[src/rtl/ibex_wb_arb_pkg.sv]
// Shared types and helpers for the Wishbone host arbiter.
// Feature macro used by the top: IBEX_WB_TIMEOUT_EN (optional transfer timeout).
package ibex_wb_arb_pkg;

    localparam int unsigned WbAddrWidth = 32;
    localparam int unsigned WbDataWidth = 32;
    localparam int unsigned WbBeWidth   = WbDataWidth / 8;

    typedef enum logic [1:0] {
        ArbIdle,
        ArbStb,
        ArbWait
    } arb_state_e;

    typedef struct packed {
        logic [WbAddrWidth-1:0] addr;
        logic                   we;
        logic [WbBeWidth-1:0]   be;
        logic [WbDataWidth-1:0] wdata;
    } wb_req_t;

    // Index width that stays legal for a single host.
    function automatic int unsigned idx_width(input int unsigned n);
        return (n > 1) ? $clog2(n) : 1;
    endfunction

endpackage

[src/rtl/ibex_wb_rr_pick.sv]
// Combinational round-robin picker: first requester at or after the pointer,
// wrapping, returned both one-hot and as an index.
module ibex_wb_rr_pick
    import ibex_wb_arb_pkg::*;
#(
    parameter  int unsigned NrHosts = 2,
    localparam int unsigned IdxW    = idx_width(NrHosts)
) (
    input  logic [NrHosts-1:0] req_i,
    input  logic [IdxW-1:0]    ptr_i,
    output logic               valid_o,
    output logic [NrHosts-1:0] onehot_o,
    output logic [IdxW-1:0]    idx_o
);

    int unsigned     cand;
    logic [IdxW-1:0] cand_idx;

    always_comb begin
        valid_o  = 1'b0;
        onehot_o = '0;
        idx_o    = '0;
        cand     = 0;
        cand_idx = '0;
        for (int unsigned k = 0; k < NrHosts; k++) begin
            cand = 32'(ptr_i) + k;
            if (cand >= NrHosts) begin
                cand = cand - NrHosts;
            end
            cand_idx = IdxW'(cand);
            if (!valid_o && req_i[cand_idx]) begin
                valid_o            = 1'b1;
                onehot_o[cand_idx] = 1'b1;
                idx_o              = cand_idx;
            end
        end
    end

endmodule

[src/rtl/ibex_wb_host_arbiter.sv]
// Round-robin arbiter sharing one pipelined Wishbone master between req/gnt/rvalid hosts,
// one outstanding transfer at a time. Define IBEX_WB_TIMEOUT_EN for a forced-error timeout.
module ibex_wb_host_arbiter
    import ibex_wb_arb_pkg::*;
#(
    parameter int unsigned NrHosts       = 2,
    parameter int unsigned DataWidth     = 32,
    parameter int unsigned AddressWidth  = 32,
    parameter int unsigned TimeoutCycles = 255
) (
    input  logic                    clk_i,
    input  logic                    rst_ni,

    input  logic [NrHosts-1:0]      host_req_i,
    output logic [NrHosts-1:0]      host_gnt_o,
    input  logic [AddressWidth-1:0] host_addr_i  [NrHosts],
    input  logic [NrHosts-1:0]      host_we_i,
    input  logic [DataWidth/8-1:0]  host_be_i    [NrHosts],
    input  logic [DataWidth-1:0]    host_wdata_i [NrHosts],
    output logic [NrHosts-1:0]      host_rvalid_o,
    output logic [DataWidth-1:0]    host_rdata_o [NrHosts],
    output logic [NrHosts-1:0]      host_err_o,

    output logic                    wb_cyc_o,
    output logic                    wb_stb_o,
    output logic                    wb_we_o,
    output logic [AddressWidth-1:0] wb_addr_o,
    output logic [DataWidth-1:0]    wb_data_o,
    output logic [DataWidth/8-1:0]  wb_sel_o,
    input  logic                    wb_stall_i,
    input  logic                    wb_ack_i,
    input  logic [DataWidth-1:0]    wb_data_i,
    input  logic                    wb_err_i
);

    localparam int unsigned     IdxW    = idx_width(NrHosts);
    localparam logic [IdxW-1:0] LastIdx = IdxW'(NrHosts - 1);

    arb_state_e         state_q, state_d;
    wb_req_t            req_q;
    logic [IdxW-1:0]    owner_q;
    logic [IdxW-1:0]    ptr_q;
    logic [NrHosts-1:0] rvalid_q;
    logic [DataWidth-1:0] rdata_q;
    logic               err_q;

    logic               pick_valid;
    logic [NrHosts-1:0] pick_onehot;
    logic [IdxW-1:0]    pick_idx;

    logic grant;
    logic complete;
    logic timed_out;
    logic tmo_hit;

    ibex_wb_rr_pick #(
        .NrHosts (NrHosts)
    ) u_rr_pick (
        .req_i    (host_req_i),
        .ptr_i    (ptr_q),
        .valid_o  (pick_valid),
        .onehot_o (pick_onehot),
        .idx_o    (pick_idx)
    );

    always_ff @(posedge clk_i or negedge rst_ni) begin
        if (!rst_ni) begin
            state_q <= ArbIdle;
        end else begin
            state_q <= state_d;
        end
    end

    always_comb begin
        state_d   = state_q;
        grant     = 1'b0;
        complete  = 1'b0;
        timed_out = 1'b0;
        unique case (state_q)
            ArbIdle: begin
                if (pick_valid) begin
                    grant   = 1'b1;
                    state_d = ArbStb;
                end
            end
            ArbStb: begin
                // A response on the accepting cycle finishes the transfer without visiting ArbWait.
                if (!wb_stall_i) begin
                    if (wb_ack_i || wb_err_i) begin
                        complete = 1'b1;
                        state_d  = ArbIdle;
                    end else begin
                        state_d = ArbWait;
                    end
                end
            end
            ArbWait: begin
                if (wb_ack_i || wb_err_i) begin
                    complete = 1'b1;
                    state_d  = ArbIdle;
                end
            end
            default: state_d = ArbIdle;
        endcase
        if (tmo_hit && !complete) begin
            complete  = 1'b1;
            timed_out = 1'b1;
            state_d   = ArbIdle;
        end
    end

`ifdef IBEX_WB_TIMEOUT_EN
    localparam int unsigned TmoW = $clog2(TimeoutCycles + 1);

    logic [TmoW-1:0] tmo_cnt_q;

    always_ff @(posedge clk_i or negedge rst_ni) begin
        if (!rst_ni) begin
            tmo_cnt_q <= '0;
        end else if (grant) begin
            tmo_cnt_q <= '0;
        end else if (state_q != ArbIdle) begin
            tmo_cnt_q <= tmo_cnt_q + 1'b1;
        end
    end

    // Fires on the cycle whose increment would reach TimeoutCycles.
    assign tmo_hit = (state_q != ArbIdle) && (tmo_cnt_q == TmoW'(TimeoutCycles - 1));
`else
    assign tmo_hit = 1'b0;
`endif

    always_ff @(posedge clk_i or negedge rst_ni) begin
        if (!rst_ni) begin
            req_q   <= '0;
            owner_q <= '0;
            ptr_q   <= '0;
        end else if (grant) begin
            req_q.addr  <= WbAddrWidth'(host_addr_i[pick_idx]);
            req_q.we    <= host_we_i[pick_idx];
            req_q.be    <= WbBeWidth'(host_be_i[pick_idx]);
            req_q.wdata <= WbDataWidth'(host_wdata_i[pick_idx]);
            owner_q     <= pick_idx;
            ptr_q       <= (pick_idx == LastIdx) ? '0 : pick_idx + 1'b1;
        end
    end

    always_ff @(posedge clk_i or negedge rst_ni) begin
        if (!rst_ni) begin
            rvalid_q <= '0;
            rdata_q  <= '0;
            err_q    <= 1'b0;
        end else begin
            rvalid_q <= '0;
            rdata_q  <= '0;
            err_q    <= 1'b0;
            if (complete) begin
                rvalid_q[owner_q] <= 1'b1;
                if (timed_out || wb_err_i) begin
                    err_q <= 1'b1;
                end else begin
                    rdata_q <= wb_data_i;
                end
            end
        end
    end

    assign host_gnt_o    = grant ? pick_onehot : '0;
    assign host_rvalid_o = rvalid_q;

    always_comb begin
        for (int unsigned h = 0; h < NrHosts; h++) begin
            host_rdata_o[h] = rvalid_q[h] ? rdata_q : '0;
            host_err_o[h]   = rvalid_q[h] & err_q;
        end
    end

    assign wb_cyc_o  = (state_q != ArbIdle);
    assign wb_stb_o  = (state_q == ArbStb);
    assign wb_we_o   = req_q.we;
    assign wb_addr_o = AddressWidth'(req_q.addr);
    assign wb_data_o = DataWidth'(req_q.wdata);
    assign wb_sel_o  = (DataWidth/8)'(req_q.be);

endmodule
[config.mk]
export PLATFORM = sky130hd
export DESIGN_NAME = ibex_wb_host_arbiter
export DESIGN_NICKNAME = d
export VERILOG_FILES = /design/src/rtl/ibex_wb_arb_pkg.sv /design/src/rtl/ibex_wb_rr_pick.sv /design/src/rtl/ibex_wb_host_arbiter.sv
export SDC_FILE = /design/constraint.sdc
export NUM_CORES = 1
export LEC_CHECK = 0
export ABC_AREA = 1
export BUFFER_PORTS_ARGS = -buffer_cell sky130_fd_sc_hd__buf_2
export CAP_MARGIN = 10
export CORE_AREA = 2 2 122 124
export CTS_BUF_LIST = sky130_fd_sc_hd__clkbuf_4 sky130_fd_sc_hd__clkbuf_8 sky130_fd_sc_hd__clkbuf_16
export CTS_CLUSTER_DIAMETER = 80
export DETAILED_ROUTE_END_ITERATION = 7
export DIE_AREA = 0 0 124 126
export PLACE_DENSITY = 0.69
export SKIP_CTS_REPAIR_TIMING = 1
export SYNTH_ARGS = -nofsm -noshare
export SYNTH_HDL_FRONTEND = slang
export SYNTH_SLANG_ARGS = --single-unit
[constraint.sdc]
create_clock -name clk_i -period 4.3 [get_ports clk_i]
set_input_delay 0.215 -clock clk_i [delete_from_list [all_inputs] [get_ports clk_i]]
set_output_delay 0.215 -clock clk_i [all_outputs]
set_load 0.02 [all_outputs]
==> metrics.md, run 1 <==
| Metric | Value |
|---|---|
| Outcome | finished with violations |
| Failing checks | hold timing |
| Num rows | 44 |
| Vias | between 5000 and 6000 |
| Root buffer cell | clkbuf_16 |
| Final std cells w/o fill | 1150 |
| Post-Route Setup TNS | 0 ns |
| Power density over the cells | 616 nW/um^2 |
| H-tree Lvls | 3 |
| Placed Cells | 1134 |
| Port Buffers | about 320 |
| CP required | 4.09 ns |
| Vias in the first global route | about 5000 |
| Largest net degree at the start of global routing | 73 |
| Final nets | between 1000 and 1500 |
| Initial cell density of the core | 0.362 |
| Syn Inst Count | slightly below 700 |
| Worst-skew pair later-pin latency | 0.35 ns |
| Worst-path clk slew | approximately 0.070 ns |
| All-Layer GR Usage | 0.210 |
| Avg Cell Area, Syn | between 7 and 8 sq um |
| Synth Cell Area | ~5200 sq um |
| CP max-delay cell | buf_4 |
| Die Y | 126 um |
| Synthesized net count | around 860 |
| Min Clock Period, post-route | around 2.4 ns |
| 1st-pass router iterations | 4 |
| Worst setup EP type | output pin |
| HP Class | in -> async |
| Fin crit share | 0.559 |
| PnR Total Power | between 4000 and 5000 uW |
| Clk buf depth | 2 |
| Drt drc | 0 |
| Cts bufs inserted | 9 |
| Setup violations, final | 0 |
| Synth warnings | 0 |
| Final Max Tran Viols | 0 |
| Critical path launch point type | flip-flop |
| Fin. Hold Viols | 4 |
| Synth cell types | 17 |
| Initial antenna violation count | 1 |
| Area delta synth->final | 37.9% |
| RSZ-0062 raised after global routing | false |
| Peak per-stage delay on the critical path | ~0.56 ns |
| First-pass GRT wire length | ~25000 um |
| WP data arrival | between 2 and 2.5 ns |
| # diodes | 0 |
| Core Util, Final | 0.500 |
| Share of layout cells above drive strength 1 | 0.359 |
| Layout Skew | 0.00721 ns |
| Avg WL per Cell | 14.4 um |
| DIE AREA | 15600 sq um |
| Routed vias/inst | 4.80 |
| Number of synthesized register bits | 108 |
| Detailed placement HPWL | 12000 um |
| Clock Sink Count | ~110 |
| Gr ovfl total | 0 |
| Die Wd | 124 um |
| Post-detailed-route count of antenna-violating nets | 0 |
| Core ar. | between 10000 and 15000 sq um |
| Critical path cell sequence | inv_1, ha_2, nand2_1, nand2_2, buf_4, nand2_1, inv_1, buf_2 |
| Global placer's final weighted congestion | approximately 0.8 |
| Worst slew pin tran | around 1 ns |
| Worst VDD drop | about 370 uV |
| Pleak | about 0.0045 uW |
| Final Routed Wirelength | approximately 17000 um |
| WS Path Type | reg -> out |
| Register area share after synthesis | 0.521 |
| I/O Pins | ~320 |
| Hold WS | -0.00592 ns |
| Slew HR | 0.336 |
| Maxcap violations | 0 |
| Max Fanout on Critical Path | 71 |
| Cell family with most CP delay | buffers and inverters |
| Max Freq | 0.416 GHz |
| CTS tree | done |
| Buf+Inv Stages, Crit Path | 4 |
| Starting DRT DRC Count | between 300 and 400 |
## synth_stat cells
master	count	share of area
nand3b_1	1	0.0014
inv_1	77	0.056
buf_6	1	0.0022
inv_2	2	0.0014
nand2_1	182	0.13
buf_4	2	0.0029
a21oi_2	1	0.0017
o21ai_1	1	0.00096
buf_2	30	0.029
nand3_1	208	0.20
o21ai_0	1	0.00096
ha_1	3	0.0072
nand4_1	2	0.0024
clkbuf_1	17	0.012
dfrtp_1	108	0.52
nor2_1	38	0.027
nand2_2	1	0.0012
## cell type report
class	instances	area, sq um
clock inverters	7	91.3
inverters	79	297
fillers	1453	7160
clock buffers	9	225
flip-flops and latches	108	2700
repair buffers	325	1650
well taps	184	230
multi-input cells	438	1960
## final timing paths
path                                   start               end  slack [ns]  cells past startpoint
max in group asynchronous             rst_ni       rdata_q[30]        3.24                      2
worst min-delay path                  rst_ni     wb_addr_o[10]      -0.006                      1
worst max register to register    state_q[0]      wb_addr_o[5]        2.24                      8
worst max-delay path              state_q[0]     host_gnt_o[0]        1.90                      8
worst min register to register       owner_q  host_rvalid_o[0]        0.48                      1
min in group clk_i              wb_data_i[3]        rdata_q[3]        0.09                      3
## flip-flops by register name (all words and copies together) (netlist names)
name / flops
wb_data_o: 32
owner_q: 1
ptr_q: 1
err_q: 1
host_rvalid_o: 2
wb_sel_o: 4
wb_we_o: 1
rdata_q: 32
wb_addr_o: 32
state_q: 2
## per-stage QoR
step / setup WS [ns] / instance area (sq um) / hold WS [ns]
after floorplan: 2.76 / 5190 / -0.0806
after global placement: 2.28 / 6840 / 0.401
final: 1.90 / 7160 / -0.00592
after global routing: 1.73 / 7160 / 0.0600
after CTS: 1.87 / 7160 / 0.0214
after detailed placement: 2.22 / 6840 / 0.405
## power breakdown
part	switching [uW]	leakage (uW)	internal, uW	total [uW]
sequential	215	0.00138	1370	1590
combinational	1330	0.00295	599	1930
clock	380	0.000155	509	889
total	1930	0.00449	2480	4410
## logic make-up (layout without fill, tap and decap cells)
kind of cell	Yosys count	count (layout)	share of synthesized area
and+or+nand+nor	432	432	0.365
buffers and inverters	129	420	0.103
DFF	108	108	0.521
adders and majority gates	3	3	0.00723
AOI/OAI and AO/OA	3	3	0.00362
## layout by cell type (no fill, tap or decap), drive strengths merged, types with 3 or more instances in the layout
cell type,Yosys,layout
dfrtp,108,108
nand3,208,208
inv,79,79
nand2,183,183
clkinv,0,4
nor2,38,38
buf,33,325
clkbuf,17,9
ha,3,3
## metal layers
| metal | track usage | routed length [um] | share of wire | vias to the layer above |
|---|---|---|---|---|
| li1 | - | - | - | 2703 |
| met1 | 0.244 | 6330 | 0.38 | 2533 |
| met2 | 0.366 | 8330 | 0.50 | 255 |
| met3 | 0.0543 | 1440 | 0.087 | 26 |
| met4 | 0.0826 | 403 | 0.024 | 2 |
| met5 | 0 | 13 | 0.00079 | - |
(Power assumes the default switching activity.)
==> inputs of run 2 (changes only) <==
--- a/config.mk
+++ b/config.mk
@@ -8,12 +8,12 @@
 export ABC_AREA = 1
 export BUFFER_PORTS_ARGS = -buffer_cell sky130_fd_sc_hd__buf_2
 export CAP_MARGIN = 10
-export CORE_AREA = 2 2 122 124
+export CORE_AREA = 2 2 124 126
 export CTS_BUF_LIST = sky130_fd_sc_hd__clkbuf_4 sky130_fd_sc_hd__clkbuf_8 sky130_fd_sc_hd__clkbuf_16
 export CTS_CLUSTER_DIAMETER = 80
 export DETAILED_ROUTE_END_ITERATION = 7
-export DIE_AREA = 0 0 124 126
-export PLACE_DENSITY = 0.69
+export DIE_AREA = 0 0 126 128
+export PLACE_DENSITY = 0.68
 export SKIP_CTS_REPAIR_TIMING = 1
 export SYNTH_ARGS = -nofsm -noshare
 export SYNTH_HDL_FRONTEND = slang
==> constraint.sdc (replaced) <==
create_clock -name clk_i -period 2.4 [get_ports clk_i]
set_input_delay 0.12 -clock clk_i [delete_from_list [all_inputs] [get_ports clk_i]]
set_output_delay 0.12 -clock clk_i [all_outputs]
set_load 0.02 [all_outputs]
==> metrics.md, run 2 (synthesis gave the netlist of run 1 again) <==
| Metric | Value |
|---|---|
| Outcome | finished with violations |
| Failing checks | hold timing |
| Min-delay src | wb_data_i[19] |
| Worst VDD drop | 591 uV (+59%) |
| Global placer's final weighted congestion | 0.824 (+1.8%) |
| Power density over the cells | 1080 nW/um^2 (+76%) |
| Int Power | 4610 uW (+86%) |
| HP Class | in -> reg |
| Worst-skew pair later-pin latency | 0.35 ns (about the same) |
| Fill count | 1514 (+4.2%) |
| Hold depth | 3 |
| Worst hold path endpoint | rdata_q[19] |
| Hold WS | -0.00989 ns (-0.00398 ns) |
| Switching share of power | 0.428 (-0.00924) |
| CP required | 2.28 ns (-1.81 ns) |
| I/O Pins | 318 (unchanged) |
| Die Wd | 126 um (+1.6%) |
| Vias in the first global route | 5264 (+4.7%) |
| Share of layout cells above drive strength 1 | 0.360 (+0.00111) |
| DIE AREA | 16100 sq um (+3.2%) |
| Clock Sink Count | 108 (unchanged) |
| Worst-path clk slew | 0.07 ns (about the same) |
| NetSw | 3440 uW (+79%) |
| Fin area | 7440 sq um (+3.9%) |
| Min Clock Period, post-route | approximately 2.1 ns |
| Sequential Area | 2700 sq um (unchanged) |
| RSZ-0062 raised after global routing | false |
| Vias | 5528 (+0.16%) |
| Initial antenna violation count | 0 (-1) |
| R2R Path End | wb_addr_o[10] |
| Most frequent cells in the layout | 316 x buf_2, 208 x nand3_1, 181 x nand2_1 |
| Max Fanout on Critical Path | 71 (unchanged) |
| Area delta synth->final | 43.3% |
| Core ar. | 14900 sq um (+3.8%) |
| WS Path Type | reg -> out |
| Worst setup EP type | output pin |
| Post-DP Area | 6980 sq um (+2.0%) |
| Final Routed Wirelength | 16400 um (-0.53%) |
| Starting DRT DRC Count | 246 (-19%) |
| Root buffer cell | clkbuf_16 |
| 1st-pass router iterations | 4 (unchanged) |
| Gr ovfl total | 0 (unchanged) |
| H-tree Lvls | 3 (unchanged) |
| Max Freq | ~0.48 GHz |
| Largest net degree at the start of global routing | 72 (-1.4%) |
| Clk buf depth | 2 (unchanged) |
| Commonest non-fill, non-tap cell in the layout | buf_2 |
| Num rows | 45 (+2.3%) |
| Worst r2r src | state_q[0] |
| Slew HR | 0.657 (+0.321) |
| Fin crit share | 0.871 |
| First-pass GRT wire length | 26100 um (+3.4%) |
| CTS tree | done |
| Flop-to-flop setup slack | 0.68 ns (-1.56 ns) |
| # diodes | 0 (unchanged) |
| Setup violations, final | 0 (unchanged) |
| Detailed placement HPWL | 11900 um (-0.97%) |
| Area of the multi-input gates | 1960 sq um (unchanged) |
| Cts bufs inserted | 9 (unchanged) |
| Final nets | 1163 (+1.9%) |
| Die Y | 128 um (+1.6%) |
| Worst slew pin tran | 0.512 ns (-0.483 ns) |
| Sequential share of power | 0.350 (-0.010) |
| Port Buffers | 317 (unchanged) |
| Combinational power share | 0.448 (+0.010) |
| All-Layer GR Usage | 0.201 (-0.00917) |
| Post-Route Setup TNS | 0 ns (unchanged) |
| Layout Skew | 0.00737 ns (+0.000154 ns) |
| Post-detailed-route count of antenna-violating nets | 0 (unchanged) |
| Fin. Hold Viols | 12 (+8) |
| Critical path launch point type | flip-flop |
| Routed vias/inst | 4.70 (-2.1%) |
| WP data arrival | 1.97 ns (-0.22 ns) |
| Initial cell density of the core | 0.349 (-0.0134) |
| Maxcap violations | 0 (unchanged) |
| Clk pwr share | 0.202 (about the same) |
| FF-to-FF path depth | 8 (unchanged) |
| Final Max Tran Viols | 0 (unchanged) |
| Drt drc | 0 (unchanged) |
| Pleak | 0.00461 uW (+2.7%) |
| Avg WL per Cell | 14.0 um (-2.7%) |
==> run 2: power by group through the flow <==
stage	Combinational [uW]	Sequential, uW	Clock (uW)
3_3_place_gp	3600	2840	0
6_report	3610	2820	1630
3_5_place_dp	3650	2820	0
5_1_grt	3960	2880	1750
4_1_cts	3650	2810	1680
2_1_floorplan	1570	3530	0
==> run 2: how the worst max path moves through the flow <==
stage | startpoint | endpoint | slack [ns] | cells past startpoint
6_report | state_q[0] | host_gnt_o[0] | 0.31 | 8
5_1_grt | state_q[1] | host_gnt_o[0] | 0.18 | 8
4_1_cts | state_q[0] | host_gnt_o[0] | 0.30 | 8
3_5_place_dp | state_q[0] | wb_addr_o[26] | 0.71 | 8
3_3_place_gp | ptr_q | host_gnt_o[1] | 0.73 | 6
2_1_floorplan | state_q[0] | host_gnt_o[0] | 0.96 | 8
==> run 2: stage by stage <==
stage	setup slack (ns)	util	total power, uW	hold slack [ns]	cells
3_5_place_dp	0.708	0.469	6470	0.0952	1147
3_3_place_gp	0.731	0.469	6440	0.0930	1147
6_report	0.310	0.500	8050	-0.00989	1176
2_1_floorplan	0.959	-	5100	-0.176	675
4_1_cts	0.297	0.491	8140	-0.290	1163
5_1_grt	0.179	0.500	8590	0.000846	1176
==> run 2: final cells by class <==
type | instances | area share
clock buffer | 11 | 0.0331
inverter | 79 | 0.0399
multi-input combinational | 438 | 0.264
tap | 188 | 0.0316
clock inverter | 5 | 0.0113
sequential | 108 | 0.363
timing repair buffer | 347 | 0.257
==> run 2: critical path: stages (launching register included) <==
cell and delay (ns):
dfrtp_1 0.40, inv_1 0.09, ha_2 0.25, nand2_1 0.08, nand2_2 0.10, buf_12 0.26, nand2_1 0.13, inv_1 0.08
buf_2 0.15
==> run 2: layer usage <==
metal / global-route usage / wire [um] / vias up / part of all wire
li1: - / - / 2742 / -
met1: 0.245 / 6560 / 2511 / 0.40
met2: 0.346 / 8140 / 252 / 0.50
met3: 0.0476 / 1350 / 23 / 0.082
met4: 0.0795 / 381 / 0 / 0.023
met5: 0 / 0 / - / 0
